File: src/rtl/legv8_cache_ctrl.sv
// legv8_cache_ctrl: sequencing controller for the LEGv8 4-way set-associative
// tag cache. One CPU lookup in flight at a time; misses fetch the line over a
// req/ack handshake and install the tag into a round-robin victim way chosen
// per index. Saturating hit/miss statistics counters.
module legv8_cache_ctrl #(
  parameter int ADDR_W   = 64,
  parameter int INDEX_W  = 5,
  parameter int OFFSET_W = 2,
  parameter int TAG_W    = 57,
  parameter int CNT_W    = 32
) (
  input  logic              clk,
  input  logic              rst,
  input  logic              cpu_req,
  input  logic [ADDR_W-1:0] cpu_addr,
  output logic              cpu_busy,
  output logic              cpu_done,
  output logic              cpu_hit,
  output logic [INDEX_W-1:0] cache_index,
  output logic [TAG_W-1:0]  cache_tag,
  output logic [3:0]        cache_write,
  input  logic              hit_status,
  output logic              mem_req,
  output logic [ADDR_W-1:0] mem_addr,
  input  logic              mem_ack,
  output logic [CNT_W-1:0]  hit_count,
  output logic [CNT_W-1:0]  miss_count
);

  localparam int LINE_W = ADDR_W - OFFSET_W;
  localparam int NIDX   = 1 << INDEX_W;

  typedef enum logic [2:0] {
    S_IDLE, S_LOOKUP, S_MEM_WAIT, S_FILL, S_RESP
  } state_t;

  state_t             state_q, state_d;
  logic [LINE_W-1:0]  line_q, line_d;   // latched address without byte offset
  logic               hit_q, hit_d;
  logic [CNT_W-1:0]   hit_cnt_q, hit_cnt_d;
  logic [CNT_W-1:0]   miss_cnt_q, miss_cnt_d;
  logic [1:0]         victim_q [NIDX];
  logic [INDEX_W-1:0] idx;

  // Byte-offset bits never reach the cache or memory; line-aligned only.
  logic unused_offset;
  assign unused_offset = ^cpu_addr[OFFSET_W-1:0];

  assign idx         = line_q[INDEX_W-1:0];
  assign cache_index = idx;
  assign cache_tag   = line_q[LINE_W-1 -: TAG_W];
  assign mem_addr    = {line_q, {OFFSET_W{1'b0}}};
  assign hit_count   = hit_cnt_q;
  assign miss_count  = miss_cnt_q;

  // State, latched address, hit flag and counters.
  always_ff @(posedge clk or posedge rst) begin
    if (rst) begin
      state_q    <= S_IDLE;
      line_q     <= '0;
      hit_q      <= 1'b0;
      hit_cnt_q  <= '0;
      miss_cnt_q <= '0;
    end else begin
      state_q    <= state_d;
      line_q     <= line_d;
      hit_q      <= hit_d;
      hit_cnt_q  <= hit_cnt_d;
      miss_cnt_q <= miss_cnt_d;
    end
  end

  // Next-state logic and the LOOKUP-time bookkeeping (hit flag, statistics).
  always_comb begin
    state_d    = state_q;
    line_d     = line_q;
    hit_d      = hit_q;
    hit_cnt_d  = hit_cnt_q;
    miss_cnt_d = miss_cnt_q;
    unique case (state_q)
      S_IDLE: begin
        if (cpu_req) begin
          line_d  = cpu_addr[ADDR_W-1:OFFSET_W];
          state_d = S_LOOKUP;
        end
      end
      S_LOOKUP: begin
        hit_d = hit_status;
        if (hit_status) begin
          state_d = S_RESP;
          if (hit_cnt_q != '1) hit_cnt_d = hit_cnt_q + 1'b1;
        end else begin
          state_d = S_MEM_WAIT;
          if (miss_cnt_q != '1) miss_cnt_d = miss_cnt_q + 1'b1;
        end
      end
      S_MEM_WAIT: if (mem_ack) state_d = S_FILL;
      S_FILL:     state_d = S_RESP;
      S_RESP:     state_d = S_IDLE;
      default:    state_d = S_IDLE;
    endcase
  end

  // Outputs decoded from state only, so reset clears them immediately.
  always_comb begin
    cpu_busy    = (state_q != S_IDLE);
    cpu_done    = (state_q == S_RESP);
    cpu_hit     = (state_q == S_RESP) && hit_q;
    mem_req     = (state_q == S_MEM_WAIT);
    cache_write = 4'b0000;
    if (state_q == S_FILL) cache_write[victim_q[idx]] = 1'b1;
  end

  // Per-index round-robin victim pointers; advance only when a way is filled.
  always_ff @(posedge clk or posedge rst) begin
    if (rst) begin
      for (int i = 0; i < NIDX; i++) victim_q[i] <= 2'd0;
    end else if (state_q == S_FILL) begin
      victim_q[idx] <= victim_q[idx] + 2'd1;
    end
  end

endmodule

File: config.mk
export PLATFORM = sky130hd
export DESIGN_NAME = legv8_cache_ctrl
export DESIGN_NICKNAME = d
export VERILOG_FILES = /design/src/rtl/legv8_cache_ctrl.sv
export SDC_FILE = /design/constraint.sdc
export NUM_CORES = 1
export LEC_CHECK = 0
export CORE_ASPECT_RATIO = 0.9
export CORE_UTILIZATION = 40
export CTS_BUF_LIST = sky130_fd_sc_hd__clkbuf_4 sky130_fd_sc_hd__clkbuf_8
export CTS_CLUSTER_DIAMETER = 200
export DETAILED_ROUTE_END_ITERATION = 10
export GPL_TIMING_DRIVEN = 0
export PLACE_DENSITY = 0.69
export SLEW_MARGIN = 20
export SYNTH_ARGS = -nofsm -noshare
export SYNTH_HDL_FRONTEND = slang
export SYNTH_SLANG_ARGS = --single-unit
File: constraint.sdc
create_clock -name clk -period 8.25 [get_ports clk]
set_input_delay 1.2375 -clock clk [delete_from_list [all_inputs] [get_ports clk]]
set_output_delay 1.2375 -clock clk [all_outputs]
set_load 0.005 [all_outputs]
==> impl_metrics.py <==
metrics = {
    "synthesis": {
        "synth_top_family_by_area": "multiplexers",
        "synthMuxAreaShare_pct": 17.7,
        "synth_seq_cells": 194,
        "synthCells": 790,
        "ys.flop_type": "dfrtp_1",
        "synth_compound_area_share_pct": 2.49,
        "synth_area_per_cell_sq_um": 11.9,
        "synth_edf_count": 0,
        "synth_fa_ha_area_share_pct": 0.796,
        "synth.distinct_cells": 52,
        "synthArstFlopShare_pct": 100,
        "synth_xor_area_share_pct": 5.75,
        "yosys.area_share.simple_pct": 14.5,
        "syn_area_sq_mm": 0.00944,
        "yosysWarningCount": 0,
        "ys_seq_area_share_pct": 51.4,
    },
    "floorplan": {
        "die_area_sq_mm": 0.0242,
        "dieHeight_um": 148,
        "io_pins": 267,
        "rows": 52,
        "start_util_pct": 41.3,
        "core_sq_mm": 0.0228,
        "die_x_um": 164,
    },
    "drt": {
        "firstDrtPassIters": 5,
        "wl_met2_um": 11300,
        "drt_iter0_drc": 410,
        "wl_per_cell_um": 17.4,
        "totalWireLength_um": 24200,
        "drtAntennaViolNets": 0,
        "wl_met3_um": 1760,
        "vias": 7100,
        "highest_layer": "met4",
        "remaining_drc_errors": 0,
        "viasPerCell": 5.13,
        "wl_met1_um": 10900,
    },
    "sta": {
        "rsz0062_at_grt": "false",
        "fin_crit_ns": 5.03,
        "hold_viol_final": 0,
        "timing.hold.ws_ns": 0.498,
        "setup_ws_ns": 3.22,
        "setup-tns-final_ns": 0,
        "slew_headroom_pct": 41.5,
        "worstMarginPinSlew_ns": 0.872,
        "min_period_over_period_pct": 60.9,
        "final.setup_skew_ns": 0.0135,
        "setup_viol": 0,
        "max_freq_mhz": 199,
        "drv_slew": 0,
    },
    "worst_setup_path": {
        "cp_num_cells": 10,
        "cp-start-kind": "flip-flop",
        "path_buf_inv": 5,
        "crit_type": "flip-flop to output pin",
        "crit_chain": "buf_6 -> buf_8 -> buf_2 -> buf_1 -> mux4_2 -> a21oi_1 -> and4_1 -> ha_1 -> and2_1 -> clkdlybuf4s50_1",
        "ff2ff_path_depth": 10,
        "startpoint": "line_q[1]$_DFFE_PP0P_",
        "rrSetupSlack_ns": 4.59,
        "cp_data_required_time_ns": 7.01,
        "cpLargestDelayFamily": "buffers and inverters",
        "slowest_stage": "buf_1",
        "rr_startpoint": "line_q[1]$_DFFE_PP0P_",
        "rr_endpoint": "victim_q[17]$_DFFE_PP0P_",
        "endpoint_kind": "output pin",
        "worstPathArrival_ns": 3.79,
        "path_max_fanout": 10,
        "max_stage_delay_ns": 0.55,
    },
    "power_and_ir_drop": {
        "power_frac_seq_pct": 36.9,
        "ir_worst_vdd_v": 0.000211,
        "p_int_mw": 2.66,
        "total_power_mw": 4.00,
        "clockPowerShare_pct": 15.1,
        "combPwrFrac_pct": 48.0,
        "p_switching_mw": 1.33,
        "switching_share_pct": 33.3,
        "cellPowerDensity_mw_per_mm2": 310,
        "p_leak_nw": 5.55,
    },
    "cells_and_area": {
        "fillers": 1979,
        "syn_to_final_growth_pct": 36.5,
        "drive_gt1_share_pct": 24.4,
        "n_antenna_cell": 0,
        "stdcell_count": 1385,
        "nets": 1150,
    },
    "clocking": {
        "post_cts_resized": 0,
        "cts_tree": "built",
        "clkTransAtPathRegs_ns": 0.11,
        "postCtsSetupRepairBufs": 0,
        "holdBufCountCts": 0,
        "cts_max_level": 4,
        "cts_buffers": 17,
        "clk_latency_ns": 0.46,
        "cts.sinks": 194,
        "clk_path_buf_depth": 2,
        "cts_root_buf": "clkbuf_8",
    },
    "placement": {
        "pre_cts_slack_ns": 3.75,
        "dpl.cell_count": 1352,
        "place_congestion": 0.873,
        "dp_hpwl_um": 17700,
        "numPortBuffers": 262,
    },
    "outcome": {
        "outcome": "complete, no violations",
    },
    "global_route": {
        "grt-ovfl-total": 0,
        "grt_pass1_wl_um": 38300,
        "gr-usage-all-layers_pct": 20.4,
        "first_global_vias": 6894,
        "antenna_found_initial": 0,
        "grt_max_degree": 87,
    },
    "min_path": {
        "min_to": "victim_q[0]$_DFFE_PP0P_",
        "hold_class": "flip-flop to flip-flop",
        "hold_depth": 2,
        "hp-start": "victim_q[0]$_DFFE_PP0P_",
    },
    "run": {
        "max_cap_violations": 0,
    },
}
==> power groups by stage <==
| stage | sequential, mW | combinational, mW | clock (mW) |
|---|---|---|---|
| 5_1_grt | 1.52 | 2.07 | 0.664 |
| 3_5_place_dp | 1.50 | 1.93 | 0 |
| 6_report | 1.48 | 1.92 | 0.601 |
| 4_1_cts | 1.48 | 1.94 | 0.627 |
| 3_3_place_gp | 1.49 | 1.90 | 0 |
| 2_1_floorplan | 1.44 | 0.963 | 0 |
==> routing by layer <==
layer | track usage, % | vias up
met5 | 0 | -
met4 | 4.26 | 0
met3 | 5.50 | 18
met2 | 32.2 | 254
met1 | 28.1 | 3520
li1 | - | 3308
==> cell type report <==
| cell class | count | area [sq um] | share of cell area [%] |
|---|---|---|---|
| Multi-Input combinational cell | 489 | 3890 | 30.2 |
| Clock inverter | 13 | 116 | 0.903 |
| Inverter | 9 | 41.3 | 0.321 |
| Tap cell | 297 | 372 | 2.89 |
| Timing Repair Buffer | 265 | 2680 | 20.8 |
| Clock buffer | 19 | 262 | 2.03 |
| Sequential cell | 194 | 4850 | 37.7 |
| Buffer | 99 | 657 | 5.10 |
==> sequential cells by signal (all words and copies together) (netlist names) <==
register,count
miss_count,32
victim_q,64
hit_q,1
hit_count,32
line_q,62
state_q,3
==> cells in the final DEF, fill, tap and decap left out, drive strengths merged, types with 16 or more instances in the layout <==
cell,n
buf,85
clkbuf,36
clkdlybuf4s50,262
dfrtp,194
inv,16
mux2,117
mux2i,17
nand2,46
nand3,28
nand4,31
nor2,40
nor3,21
o21ai,16
xnor2,35
xor2,27
==> synthesized netlist by cell type (2+ instances only) <==
library cell	n	area, sq um
dfrtp_1	194	4850
mux2_2	117	1320
buf_4	64	480
nand2_1	46	173
nor2_1	40	150
xnor2_1	35	307
nand4_1	31	194
nand3_1	27	135
xor2_1	27	236
nor3_1	21	105
mux2i_1	17	170
clkbuf_1	16	60.1
buf_2	15	75.1
and4_1	13	114
and2_1	11	68.8
nor4_1	10	62.6
o21ai_2	9	78.8
and3_1	8	50.1
inv_1	8	30.0
mux4_2	8	180
o21ai_0	7	35.0
or3_1	7	43.8
ha_1	6	75.1
nand3b_1	5	37.5
or2_2	5	31.3
nand2b_1	4	25.0
nor3b_1	4	30.0
nor2b_1	3	18.8
o32ai_1	3	26.3
or3b_2	3	26.3
a21oi_1	2	10.0
buf_6	2	22.5
nor4b_1	2	17.5
o221ai_1	2	17.5
==> worst max-delay path by stage <==
stage	endpoint	slack [ns]
floorplan	hit_count[0]$_DFFE_PP0P_	1.73
global placement	victim_q[49]$_DFFE_PP0P_	-1.07
CTS	cache_write[2]	3.20
finish	cache_write[1]	3.22
global route	cache_write[1]	3.02
detailed placement	cache_write[2]	3.75
==> through the flow <==
stage	util, %	instance area, sq um
after CTS	56.4	12900
after floorplan	-	9440
final	56.4	12900
after global routing	56.4	12900
after global placement	54.4	12400
after detailed placement	54.7	12500
==> worst reg2reg max path, stage by stage, from the launching register on <==
cell and delay, ns:
dfrtp_1 0.43, buf_6 0.17, buf_8 0.18, buf_2 0.29, buf_1 0.55, mux4_2 0.43
a21oi_1 0.26, and4_1 0.28, ha_1 0.30, clkbuf_1 0.30, mux2_2 0.35
==> logic make-up (layout without fill, tap and decap cells) <==
family | after synthesis | count (layout)
and+or+nand+nor | 246 | 246
xor gates and xnor gates | 62 | 62
muxes | 142 | 142
adders and majority gates | 6 | 6
DFF | 194 | 194
other | 1 | 2
AOI/OAI and AO/OA | 31 | 31
buffers and inverters | 108 | 405
No activity file was read; power rests on OpenSTA's default activity.
